[config.mk]
export PLATFORM = sky130hd
export DESIGN_NAME = serial_add_ctrl
export DESIGN_NICKNAME = d
export VERILOG_FILES = /design/src/rtl/serial_add_ctrl.sv
export SDC_FILE = /design/constraint.sdc
export NUM_CORES = 1
export LEC_CHECK = 0
export BUFFER_PORTS_ARGS = -buffer_cell sky130_fd_sc_hd__buf_4
export CORE_MARGIN = 1
export CORE_UTILIZATION = 30
export CTS_BUF_LIST = sky130_fd_sc_hd__clkbuf_8 sky130_fd_sc_hd__clkbuf_16
export CTS_CLUSTER_DIAMETER = 120
export CTS_CLUSTER_SIZE = 16
export DETAILED_ROUTE_END_ITERATION = 10
export GPL_ROUTABILITY_DRIVEN = 0
export PLACE_DENSITY = 0.47
export SKIP_CTS_REPAIR_TIMING = 1
export SLEW_MARGIN = 20
export SYNTH_ARGS = -nofsm -noshare
export SYNTH_HDL_FRONTEND = slang
export SYNTH_SLANG_ARGS = --single-unit
export TNS_END_PERCENT = 1
[constraint.sdc]
create_clock -name clk -period 3.8 [get_ports clk]
set_clock_uncertainty 0.1 [all_clocks]
set_input_delay 0 -clock clk [delete_from_list [all_inputs] [get_ports clk]]
set_output_delay 0 -clock clk [all_outputs]
set_load 0.03 [all_outputs]
[src/rtl/serial_add_ctrl.sv]
// Bit-serial adder sequencer: streams two WIDTH-bit operands LSB first through
// an external single-bit full-adder cell, one bit per clock, and collects the
// sum bits into a result register with a start/busy/done handshake.
module serial_add_ctrl #(
  parameter int WIDTH = 8,
  parameter int CW    = 6
) (
  input  logic             clk,
  input  logic             rst,
  input  logic             start,
  input  logic [WIDTH-1:0] op_a,
  input  logic [WIDTH-1:0] op_b,
  input  logic             cin_init,
  output logic             busy,
  output logic             done,
  output logic [WIDTH-1:0] result,
  output logic             carry_out,
  output logic             fa_a,
  output logic             fa_b,
  output logic             fa_cin,
  input  logic             fa_sum,
  input  logic             fa_cout
);

  typedef enum logic [1:0] {
    IDLE = 2'd0,
    RUN  = 2'd1,
    DONE = 2'd2
  } state_t;

  state_t           state;
  state_t           state_nxt;
  logic [WIDTH-1:0] a_sh;
  logic [WIDTH-1:0] b_sh;
  logic [WIDTH-1:0] sum_msb;
  logic             carry;
  logic [CW-1:0]    cnt;
  logic             last_bit;

  // The bit being processed this cycle is the final one when the counter
  // has reached WIDTH-1.
  assign last_bit = (cnt == CW'(WIDTH - 1));

  // Place the fresh sum bit at the MSB; written this way so WIDTH=1 works.
  always_comb begin
    sum_msb            = '0;
    sum_msb[WIDTH-1]   = fa_sum;
  end

  // Next-state decode plus Moore outputs; the adder cell sees zeros unless RUN.
  always_comb begin
    state_nxt = state;
    busy      = 1'b0;
    done      = 1'b0;
    fa_a      = 1'b0;
    fa_b      = 1'b0;
    fa_cin    = 1'b0;
    case (state)
      IDLE: begin
        if (start) state_nxt = RUN;
      end
      RUN: begin
        busy   = 1'b1;
        fa_a   = a_sh[0];
        fa_b   = b_sh[0];
        fa_cin = carry;
        if (last_bit) state_nxt = DONE;
      end
      DONE: begin
        done      = 1'b1;
        state_nxt = IDLE;
      end
      default: state_nxt = IDLE;
    endcase
  end

  // State register and datapath: capture on accepted start, shift while RUN.
  always_ff @(posedge clk) begin
    if (rst) begin
      state     <= IDLE;
      a_sh      <= '0;
      b_sh      <= '0;
      carry     <= 1'b0;
      cnt       <= '0;
      result    <= '0;
      carry_out <= 1'b0;
    end else begin
      state <= state_nxt;
      case (state)
        IDLE: begin
          if (start) begin
            a_sh  <= op_a;
            b_sh  <= op_b;
            carry <= cin_init;
            cnt   <= '0;
          end
        end
        RUN: begin
          result <= (result >> 1) | sum_msb;
          carry  <= fa_cout;
          a_sh   <= a_sh >> 1;
          b_sh   <= b_sh >> 1;
          cnt    <= cnt + CW'(1);
          if (last_bit) carry_out <= fa_cout;
        end
        default: ;
      endcase
    end
  end

endmodule

==> summary.md <==
| Metric | Value |
|---|---|
| Most common cell in the netlist | `dfxtp_1` |
| Number of clock sinks | `34` |
| CP Class | `register to primary output` |
| Yosys warns | `0` |
| CORE AREA | `4786 um^2` |
| GRT Total Usage | `15.51%` |
| Later-pin clock latency in the skew report | `0.28 ns` |
| Total congestion overflow | `0` |
| Top-Level Pins | `36` |
| Met3 WL | `171 um` |
| Largest net degree at the start of global routing | `38` |
| Slew margin rel. | `53.29%` |
| Complex-gate fraction of the synthesized area | `22.96%` |
| CP startpoint | `state[0]$_SDFFE_PP0P_` |
| Fin. max-slew vios | `0` |
| Synth Area in Simple Gates | `22.13%` |
| CTS buffer count | `5` |
| Slew @ Worst Pin | `between 0.6 and 0.7 ns` |
| CTS root buf | `clkbuf_8` |
| XOR/XNOR Fraction of Synth Area | `0%` |
| Synth Area in Adders | `0.8319%` |
| Antenna viol nets, final | `0` |
| Peak VDD IR | `0.1538 mV` |
| Unrepaired setup endpoints after global routing | `false` |
| Register area share after synthesis | `45.26%` |
| DRC violations left | `0` |
| Req. time, crit path | `3.70 ns` |
| TritonCTS clock tree | `yes` |
| Area occupied by multi-input gates | `726.9 um^2` |
| Clock transition at path regs | `around 0.07 ns` |
| Post-synth top cells | `dfxtp_1 (34), nor2_1 (32), nand2_1 (17)` |
| Fin crit share | `53.40%` |
| Port bufs | `35` |
| Clk buf depth | `2` |
| Mapped Area | `1504 um^2` |
| First-pass GRT wire length | `about 6200 um` |
| Vias in the first global route | `1372` |
| Pre-CTS setup slack | `between 1.5 and 2 ns` |
| Met1 WL | `~1700 um` |
| TritonRoute pass-1 iters | `4` |
| Fmax | `492.8 MHz` |
| Fin crit period | `slightly above 2 ns` |
| Initial core utilization | `31.42%` |
| Post-synth cell types | `34` |
| Inserted Diodes | `0` |
| Hold wc startpoint | `cin_init` |
| DRT iter0 DRCs | `59` |
| Fin Setup TNS | `0 ns` |
| Filler instances | `485` |
| Crit path max-delay cell type | `dfxtp_1` |
| CP Capture Type | `primary output` |
| Area delta synth->final | `26.79%` |
| Worst path cell trace | `nand2b_4 > inv_2 > and2_1 > buf_4` |
| Yosys top cell by area | `dfxtp_1` |
| Mean post-synth cell area | `8.744 um^2` |
| Synth Register Bits | `34` |
| Main synth FF type | `dfxtp_1` |
| Die Ht | `72.81 um` |
| Crit path buffers/inverters | `2` |
| Post-route design area | `1907 um^2` |
| Hold Crit Class | `primary input to register` |
| Post-DP Area | `1765 um^2` |
| WHS | `-0.02217 ns` |
| Dominant delay contributor by cell family on the critical path | `flip-flops` |
| Fin util | `39.84%` |
| Mux cell area share after synthesis | `2.413%` |
| CP max stage delay | `0.77 ns` |
| Via density | `5.055` |
| Initial antenna violation count | `0` |
| Post-DP HPWL | `2437 um` |
| Row count | `25` |
| H-Tree Depth | `2` |
| Final Hold Vio Count | `4` |
| Final WL | `3704 um` |
| DR WL/cell | `around 14 um` |
| Crit-path max FO | `19` |
| Highest routing layer actually used | `met4` |
| Share of the synthesized area in the top cell type | `45.26%` |
| Routed via count | `1385` |
| Leak pwr | `0.7662 nW` |
| Fraction of layout cells with a size suffix above 1 | `a little under a quarter` |
| Synthesized Nets | `just under 200` |
| Number of enable flip-flop cells after synthesis | `0` |
| Ys async rst share | `0%` |
| Worst path arrival time | `1.93 ns` |
| Full die area | `5301 um^2` |
| Final setup fails | `0` |
| FF/Latch Area | `680.7 um^2` |
| Met2 wire len | `~1700 um` |
| Synth Instances | `172` |
| Outcome | `complete, but fails checks` |
| Maxcap violations | `0` |
| Combinational family with the most area after synthesis | `compound AO/OA/AOI/OAI gates` |
| Worst R2R Start | `state[0]$_SDFFE_PP0P_` |
| Largest cells by area after synthesis | `dfxtp_1 (45%), nor2_1 (8.0%), a211oi_1 (7.5%), o2bb2ai_1 (5.8%), nand2_1 (4.2%)` |
| Failing checks | `hold timing` |
| Crit start category | `register` |
| Final nets | `229` |
| Pwr/cell area | `about 400 nW/um^2` |
| Post-layout worst setup margin | `roughly 1.8 ns` |
| Die X | `72.81 um` |
[final timing paths]
path / endpoint / slack [ns] / cells after the start
worst max-delay path: fa_a / 1.77 / 4
worst min-delay path: carry$_SDFFE_PP0P_ / -0.02 / 3
worst max register to register: cnt[3]$_SDFFE_PP0P_ / 1.86 / 4
worst min register to register: result[0]$_SDFFE_PP0P_ / 0.36 / 2
[stage by stage]
stage / std cells / total power [mW]
4_1_cts: 269 / 0.7665
3_5_place_dp: 261 / 0.4941
3_3_place_gp: 261 / 0.4910
6_report: 274 / 0.7621
2_1_floorplan: 172 / 0.4627
5_1_grt: 274 / 0.8006
[cells in the final DEF, fill, tap and decap left out, types with 5 or more instances in the layout]
cell type and n:
o2bb2ai_1 10, clkbuf_8 6, buf_4 35, dfxtp_1 34, a211oi_1 15, nand2_1 17
dlygate4sd3_1 5, a21oi_1 9, nor2_1 32, o22ai_1 5
[metal layers]
metal | vias to the layer above | GRT usage [%]
li1 | 676 | -
met1 | 668 | 18.18
met2 | 32 | 25.65
met3 | 9 | 4.282
met4 | 0 | 8.497
met5 | - | 0
[kinds of logic after synthesis]
family,count (synthesis)
buffers and inverters,16
AOI/OAI and AO/OA,47
DFF,34
muxes,3
and+or+nand+nor,71
adders and majority gates,1
[flip-flops by register name, indices dropped and copies added, names as in the netlist]
| signal | flops |
|---|---|
| a_sh | 8 |
| b_sh | 8 |
| carry | 1 |
| carry_out | 1 |
| cnt | 6 |
| result | 8 |
| state | 2 |
[area by class of cell]
cell class,count,share of cell area (%)
Multi-Input combinational cell,122,38.12
Inverter,3,0.5906
Tap cell,67,4.396
Clock inverter,2,0.4593
Sequential cell,34,35.70
Timing Repair Buffer,40,16.40
Clock buffer,6,4.331
[worst min-delay path, stage by stage]
cell      delay, ns
buf_4          0.11
o22ai_1        0.11
a211oi_1       0.08
[power by group]
part | total [mW] | internal (mW) | leakage [nW] | switching, mW
combinational | 0.0998 | 0.0454 | 0.435 | 0.0544
sequential | 0.390 | 0.375 | 0.279 | 0.0148
clock | 0.272 | 0.143 | 0.0524 | 0.129
total | 0.762 | 0.564 | 0.766 | 0.198
No activity file was read; power rests on OpenSTA's default activity.
